[src/rtl/ws2811_frame_sequencer.sv]
// WS2811 frame sequencer: pulls LED_COUNT pixels over valid/ready, serialises them MSB-first
// as timed high/low bit symbols, then holds the line low for the latch period.
module ws2811_frame_sequencer #(
    parameter int LED_COUNT    = 8,
    parameter int BIT_CYCLES   = 125,
    parameter int T0H_CYCLES   = 25,
    parameter int T1H_CYCLES   = 60,
    parameter int RESET_CYCLES = 2500,
    localparam int IW = (LED_COUNT > 1) ? $clog2(LED_COUNT) : 1
) (
    input  logic          clkIN,
    input  logic          nResetIN,
    input  logic          startIN,
    input  logic [23:0]   pixelIN,
    input  logic          pixelValidIN,
    output logic          pixelReadyOUT,
    output logic [IW-1:0] ledIndexOUT,
    output logic          busyOUT,
    output logic          doneOUT,
    output logic          underrunOUT,
    output logic          dataOUT,
    output logic [1:0]    stateDbgOUT
);

    localparam int BCW = (BIT_CYCLES > 1) ? $clog2(BIT_CYCLES) : 1;
    localparam int TW  = (RESET_CYCLES > 1) ? $clog2(RESET_CYCLES) : 1;

    localparam logic [BCW-1:0] BIT_LAST = BCW'(BIT_CYCLES - 1);
    localparam logic [BCW-1:0] T0H_C    = BCW'(T0H_CYCLES);
    localparam logic [BCW-1:0] T1H_C    = BCW'(T1H_CYCLES);
    localparam logic [TW-1:0]  TMR_LAST = TW'(RESET_CYCLES - 1);
    localparam logic [IW-1:0]  LED_LAST = IW'(LED_COUNT - 1);

    typedef enum logic [1:0] {
        IDLE  = 2'd0,
        LOAD  = 2'd1,
        SEND  = 2'd2,
        LATCH = 2'd3
    } state_t;

    state_t         state, state_n;
    logic [BCW-1:0] bit_cnt, bit_cnt_n;
    logic [4:0]     bit_idx, bit_idx_n;
    logic [23:0]    shift, shift_n;
    logic [IW-1:0]  led_idx, led_idx_n;
    logic [TW-1:0]  tmr, tmr_n;
    logic           underrun_n, ready_n, busy_n, done_n, data_n;
    logic           transfer;

    // Handshake: a pixel moves on any rising clkIN edge where pixelValidIN and pixelReadyOUT
    // are both high; pixelReadyOUT is a flop that is high exactly while the FSM sits in LOAD.
    assign transfer    = pixelValidIN && pixelReadyOUT;
    assign ledIndexOUT = led_idx;
    assign stateDbgOUT = state;

    always_ff @(posedge clkIN or negedge nResetIN) begin
        if (!nResetIN) begin
            state         <= IDLE;
            bit_cnt       <= '0;
            bit_idx       <= '0;
            shift         <= '0;
            led_idx       <= '0;
            tmr           <= '0;
            underrunOUT   <= 1'b0;
            pixelReadyOUT <= 1'b0;
            busyOUT       <= 1'b0;
            doneOUT       <= 1'b0;
            dataOUT       <= 1'b0;
        end else begin
            state         <= state_n;
            bit_cnt       <= bit_cnt_n;
            bit_idx       <= bit_idx_n;
            shift         <= shift_n;
            led_idx       <= led_idx_n;
            tmr           <= tmr_n;
            underrunOUT   <= underrun_n;
            pixelReadyOUT <= ready_n;
            busyOUT       <= busy_n;
            doneOUT       <= done_n;
            dataOUT       <= data_n;
        end
    end

    // tmr doubles as the LOAD stall counter and the LATCH low-time counter.
    always_comb begin
        state_n    = state;
        bit_cnt_n  = bit_cnt;
        bit_idx_n  = bit_idx;
        shift_n    = shift;
        led_idx_n  = led_idx;
        tmr_n      = tmr;
        underrun_n = underrunOUT;
        done_n     = 1'b0;

        unique case (state)
            IDLE: begin
                if (startIN) begin
                    state_n    = LOAD;
                    led_idx_n  = '0;
                    underrun_n = 1'b0;
                    tmr_n      = '0;
                end
            end
            LOAD: begin
                if (transfer) begin
                    shift_n   = pixelIN;
                    bit_idx_n = 5'd23;
                    bit_cnt_n = '0;
                    tmr_n     = '0;
                    state_n   = SEND;
                end else if (tmr == TMR_LAST) begin
                    underrun_n = 1'b1;
                    tmr_n      = '0;
                end else begin
                    tmr_n = tmr + 1'b1;
                end
            end
            SEND: begin
                if (bit_cnt == BIT_LAST) begin
                    bit_cnt_n = '0;
                    if (bit_idx != 5'd0) begin
                        bit_idx_n = bit_idx - 5'd1;
                        shift_n   = {shift[22:0], 1'b0};
                    end else if (led_idx < LED_LAST) begin
                        led_idx_n = led_idx + 1'b1;
                        tmr_n     = '0;
                        state_n   = LOAD;
                    end else begin
                        tmr_n   = '0;
                        state_n = LATCH;
                    end
                end else begin
                    bit_cnt_n = bit_cnt + 1'b1;
                end
            end
            LATCH: begin
                if (tmr == TMR_LAST) begin
                    tmr_n   = '0;
                    done_n  = 1'b1;
                    state_n = IDLE;
                end else begin
                    tmr_n = tmr + 1'b1;
                end
            end
            default: state_n = IDLE;
        endcase

        // Outputs are registered from next-state values so they line up with the state flops.
        ready_n = (state_n == LOAD);
        busy_n  = (state_n != IDLE);
        data_n  = (state_n == SEND) && (bit_cnt_n < (shift_n[23] ? T1H_C : T0H_C));
    end

endmodule

[config.mk]
export PLATFORM = sky130hd
export DESIGN_NAME = ws2811_frame_sequencer
export DESIGN_NICKNAME = d
export VERILOG_FILES = /design/src/rtl/ws2811_frame_sequencer.sv
export SDC_FILE = /design/constraint.sdc
export NUM_CORES = 1
export LEC_CHECK = 0
export ABC_AREA = 1
export BUFFER_PORTS_ARGS = -buffer_cell sky130_fd_sc_hd__buf_2
export CORE_MARGIN = 2
export CORE_UTILIZATION = 45
export DETAILED_ROUTE_END_ITERATION = 7
export SYNTH_ARGS = -nofsm -noshare
export SYNTH_HDL_FRONTEND = slang
export SYNTH_SLANG_ARGS = --single-unit
export TNS_END_PERCENT = 100
[constraint.sdc]
create_clock -name clkIN -period 3.69 [get_ports clkIN]
set_input_delay 0.1845 -clock clkIN [delete_from_list [all_inputs] [get_ports clkIN]]
set_output_delay 0.1845 -clock clkIN [all_outputs]
set_load 0.01 [all_outputs]
---- Word level (Yosys, flattened, before mapping) ----
Index checks and enable logic that the tools add are counted.
storage, ports and cells
  register bits ........................... 58
cells by class
  $add $sub $neg .......................... 4
  order comparisons ....................... 2
  equal/unequal tests ..................... 15
  muxes and demuxes ....................... 36
  reductions and logical operators ........ 12
operators with widths
  kind                   number
  $mux 24                3
  $mux 12                5
  $pmux 12 s4            1
  $pmux 24 s2            1
  $ne 2x2->1 const B     8
  $mux 5                 3
  $mux 7                 2
  $pmux 7 s2             1
  $add 12x1->12 const B  1
  $eq 12x12->1 const B   1
  $mux 2                 6
  $mux 3                 4
  $pmux 5 s2             1
  $pmux 2 s4             1
  $reduce_and 4->1       2
  $reduce_bool 2->1      4
  $add 7x1->7 const B    1
  $eq 7x7->1 const B     1
  $lt 7x6->1             1
  $eq 2x2->1 const B     3
  $mux 6                 1
  $pmux 3 s2             1
  $mux 1                 5
  $reduce_and 5->1       1
  other kinds (9)        11

---- Logic depth before layout (Yosys ltp) ----
  word-level depth ........................ 7
  gate-level depth with buffers ........... 16

---- Least setup slack after synthesis ----
No wires, ideal clock.
  path kind ............................... register -> register
  start point ............................. register state[1] (netlist: stateDbgOUT[1])
  end point ............................... register dataOUT
  library setup time ...................... 77 ps
  arrival ................................. 2073 ps
  data required time ...................... 3613 ps
  slack ................................... 1540 ps
  cell stages (with the launch flop) ...... 13
  buffers on the path ..................... 0
  period minus slack after synthesis ...... 2150 ps
  path through ............................ dfrtp_1 inv_1 ha_1 inv_1 nor2_1 nand3_1 nand2_1 nand2_1 inv_1 ha_1 a21oi_1 nand2_1 a21oi_1
between the ends
  longest elaborated chain between the ends .. 5
  elaborated cells between the ends (all ways) .. 16
ends and longest elaborated chain
  what                                             RTL line  text
  from (decl)                                      41        state_t state, state_n;
  from (signal assigned)                           70        state <= state_n;
  $eq 2x2->1 / $eq 2x1->1 (equally long branches)  95        unique case (state)
  $pmux 24 s2 *                                    95
  net shift_n[23]                                  44        logic [23:0] shift, shift_n;
  $mux 6 *                                         151       data_n = (state_n == SEND) && (bit_cnt_n < (shift_n[23] ? T1H_C : T0H_C));
  $lt 7x6->1 *                                     151
  $logic_and 1x1->1 *                              151
  net data_n                                       47        logic underrun_n, ready_n, busy_n, done_n, data_n;
  to (signal assigned)                             80        dataOUT <= data_n;
  to (decl)                                        21        output logic dataOUT,
Mark *: on every way through the listed nets, which the timed path passes. The rest lies on a longest branch.
A chain may end at the register's enable or synchronous reset.

---- Worst setup path after layout ----
Ends and elaborated chain as after synthesis.

==> impl_results.md <==
* Status: complete, no violations
* Die Area at 8220 um2
* Vias post-DR at 2842
* Hpwl dp at 5080 um
* Fin Setup TNS at 0 ns
* Synth top area share at 42.9%
* Post-route ant nets at 0
* Antenna Diode Count at 0
* Max-cap violations at 0
* Synth cell types at 40
* Mapped Nets at 472
* Cell row count at 31
* Largest net degree at the start of global routing at 32
* Initial antenna violation count at 0
* Clock tree buffer depth at 2
* DRC at 0
* CTS Root Cell: clkbuf_8
* Type of the most critical hold path: input pin to flip-flop
* CTS tree: done
* Clk slew on worst S/H paths at 0.07 ns
* Synth top area cells: dfrtp_1 (43%), nand2_1 (12%), o21ai_0 (7.7%)
* Final Util at 52.7%
* Buffers on Ports at 37
* Share of layout cells above drive strength 1 at 17.6%
* Clk_lat worst skew at 0.34 ns
* Post-Syn Instances at 432
* P&R area growth vs syn at 13.0%
* Total track usage at 18.8%
* Gp weighted congestion at 0.858
* Post-layout total power at 0.00252 W
* Crit. End Element: flip-flop
* Worst Hold Launch: pixelIN[0]
* Gr ovfl total at 0
* Placeable Area at 7250 um2
* Crit path arrival time at 2.66 ns
* Syn avg cell area at 7.83 um2
* Drt pass-1 iters at 4
* Clk_skew at 0.00706 ns
* RSZ-0062 raised after global routing: false
* Top_reg_cell synth: dfrtp_1
* Period utilisation layout at 64.9%
* Cell area after synthesis at 3380 um2
* Final layout net count at 512
* Final min period at 2.40 ns
* Final wirelength at 7130 um
* Max Slew Vio Count at 0
* Largest fanout on the critical path at 7
* Starting Density at 46.6%
* Die Y at 90.7 um
* Worst-margin pin slew at 0.654 ns
* Final setup viols at 0
* FILL cells at 738
* Die width at 90.7 um
* R2R setup slack at 1.29 ns
* Largest area contributor in the netlist: dfrtp_1
* Wire length per cell at 12.4 um
* Maximum clock rate at 417 MHz
* Sequential share of the synthesized area at 42.9%
* H-tree depth at 3
* DP Area at 3630 um2
* Fin. Hold Viols at 0
* Post-synth EDFFs at 0
* WHS Endpoint: shift[0]
* Startpoint types: flip-flop
* Worst path required time at 3.95 ns
* Slew HR at 56.3%
* Number of CTS-inserted buffers at 9
* Power per cell area at 661 nW/um2
* Clock sink count at 58
* Hold Path Stages at 3
* Top Ports at 38
* FF-to-FF path depth at 12
* Post-route cell area at 3820 um2
* Seq cells post-synth at 58
* Ys Warns at 0
* Number of global-route vias before repair at 2711
* Initial DRC Count at 135
* Leak at 1.84 nW
* First-pass GRT wire length at 12400 um
* Vias per cell at 4.93
* Crit path kind: flip-flop to flip-flop
* Worst vdd ir at 315 uV
* Fraction of registers with async set/reset at 100%
* RR Startpoint: stateDbgOUT[1]
* End of the worst register-to-register path: dataOUT
-- report_power, final --
part	internal [W]	switching, W
sequential	0.000777	0.0000798
combinational	0.000331	0.000794
clock	0.000297	0.000245
total	0.00141	0.00112
-- state kept, by name, summed over array words and instances, names as in the netlist --
| signal | cells |
|---|---|
| doneOUT | 1 |
| bit_cnt | 7 |
| dataOUT | 1 |
| underrunOUT | 1 |
| stateDbgOUT | 2 |
| tmr | 12 |
| busyOUT | 1 |
| ledIndexOUT | 3 |
| bit_idx | 5 |
| shift | 24 |
| pixelReadyOUT | 1 |
-- worst max-delay path by stage --
stage	endpoint	from	depth (start not counted)	slack, ns
finish	dataOUT	stateDbgOUT[1]	12	1.29
global placement	dataOUT	stateDbgOUT[1]	12	1.40
global route	dataOUT	stateDbgOUT[1]	12	1.02
floorplan	dataOUT	stateDbgOUT[1]	12	1.54
CTS	dataOUT	stateDbgOUT[1]	12	1.28
detailed placement	dataOUT	stateDbgOUT[1]	12	1.31
-- layout by cell type, fill, tap and decap left out, types with 2 or more instances in the layout --
master | synthesis | layout
dfrtp_1 | 58 | 58
xnor2_1 | 2 | 2
clkbuf_8 | 0 | 12
nand2_1 | 106 | 106
o21ai_1 | 6 | 6
nor2_4 | 3 | 3
a22o_1 | 2 | 2
a21oi_2 | 2 | 2
nand3_1 | 30 | 30
inv_1 | 69 | 69
buf_2 | 1 | 37
nand2_2 | 2 | 2
o21ai_0 | 52 | 52
o21ai_2 | 9 | 9
a2bb2oi_1 | 2 | 2
nor2_1 | 29 | 29
nand3_4 | 2 | 2
inv_2 | 2 | 2
buf_4 | 3 | 2
clkbuf_1 | 4 | 2
ha_1 | 12 | 12
nor2_2 | 3 | 3
xor2_1 | 4 | 4
nor3_1 | 3 | 3
clkinv_2 | 0 | 2
a21oi_1 | 5 | 5
nand4_1 | 4 | 4
-- synth_stat cells, types with 2 or more instances --
library cell	number
ha_1	12
nor3_1	3
nand2_2	2
clkbuf_1	4
nand4_1	4
a22o_1	2
a21oi_1	5
nand3_1	30
o21ai_0	52
o21ai_1	6
inv_1	69
inv_2	2
a21oi_2	2
dfrtp_1	58
xnor2_1	2
nor2_1	29
nand2_1	106
nor2_2	3
buf_4	3
nand3_4	2
nor2_4	3
buf_6	3
o21ai_2	9
a2bb2oi_1	2
xor2_1	4
-- stage by stage --
stage | setup WS [ns] | hold WS (ns) | instances
2_1_floorplan | 1.54 | -0.111 | 432
3_3_place_gp | 1.40 | 0.251 | 559
3_5_place_dp | 1.31 | 0.255 | 559
4_1_cts | 1.28 | 0.0907 | 576
5_1_grt | 1.02 | 0.114 | 576
6_report | 1.29 | 0.101 | 576
-- kinds of logic (layout without fill, tap and decap cells) --
logic type	after synthesis	count (layout)	synth area share, %
simple gates	187	187	25.1
buf+inv	83	128	10.3
xor+xnor	6	6	1.55
fa+ha+maj	12	12	4.44
compound gates	86	86	15.6
flops	58	58	42.9
-- critical path, cell delays in order (launching register included) --
cell	delay [ns]
dfrtp_1	0.44
inv_1	0.11
ha_1	0.37
inv_1	0.14
nor2_1	0.34
nand3_1	0.12
nand2_1	0.10
nand2_1	0.07
inv_1	0.08
ha_1	0.24
a21oi_1	0.14
nand2_1	0.06
a21oi_1	0.11
-- layer usage --
| layer | vias up | wire (um) | global-route usage [%] |
|---|---|---|---|
| met5 | - | 0 | 0 |
| met4 | 0 | 123 | 9.23 |
| met3 | 9 | 174 | 2.67 |
| met2 | 41 | 3380 | 29.5 |
| met1 | 1332 | 3450 | 25.5 |
| li1 | 1460 | - | - |
-- cell type report --
type	count	area, um2	area share [%]
timing repair buffer	40	210	5.50
multi-input combinational	291	1580	41.4
sequential	58	1450	38.0
inverter	72	273	7.14
clock inverter	2	10.0	0.262
tap	99	124	3.24
clock buffer	14	173	4.52
-- repair_timing --
item	CTS	global route
hold endpoints to repair	27	0
buffers inserted	0	0
resized for setup	0	0
setup endpoints to repair	0	0
hold buffers	1	0
No activity file was read; power rests on OpenSTA's default activity.
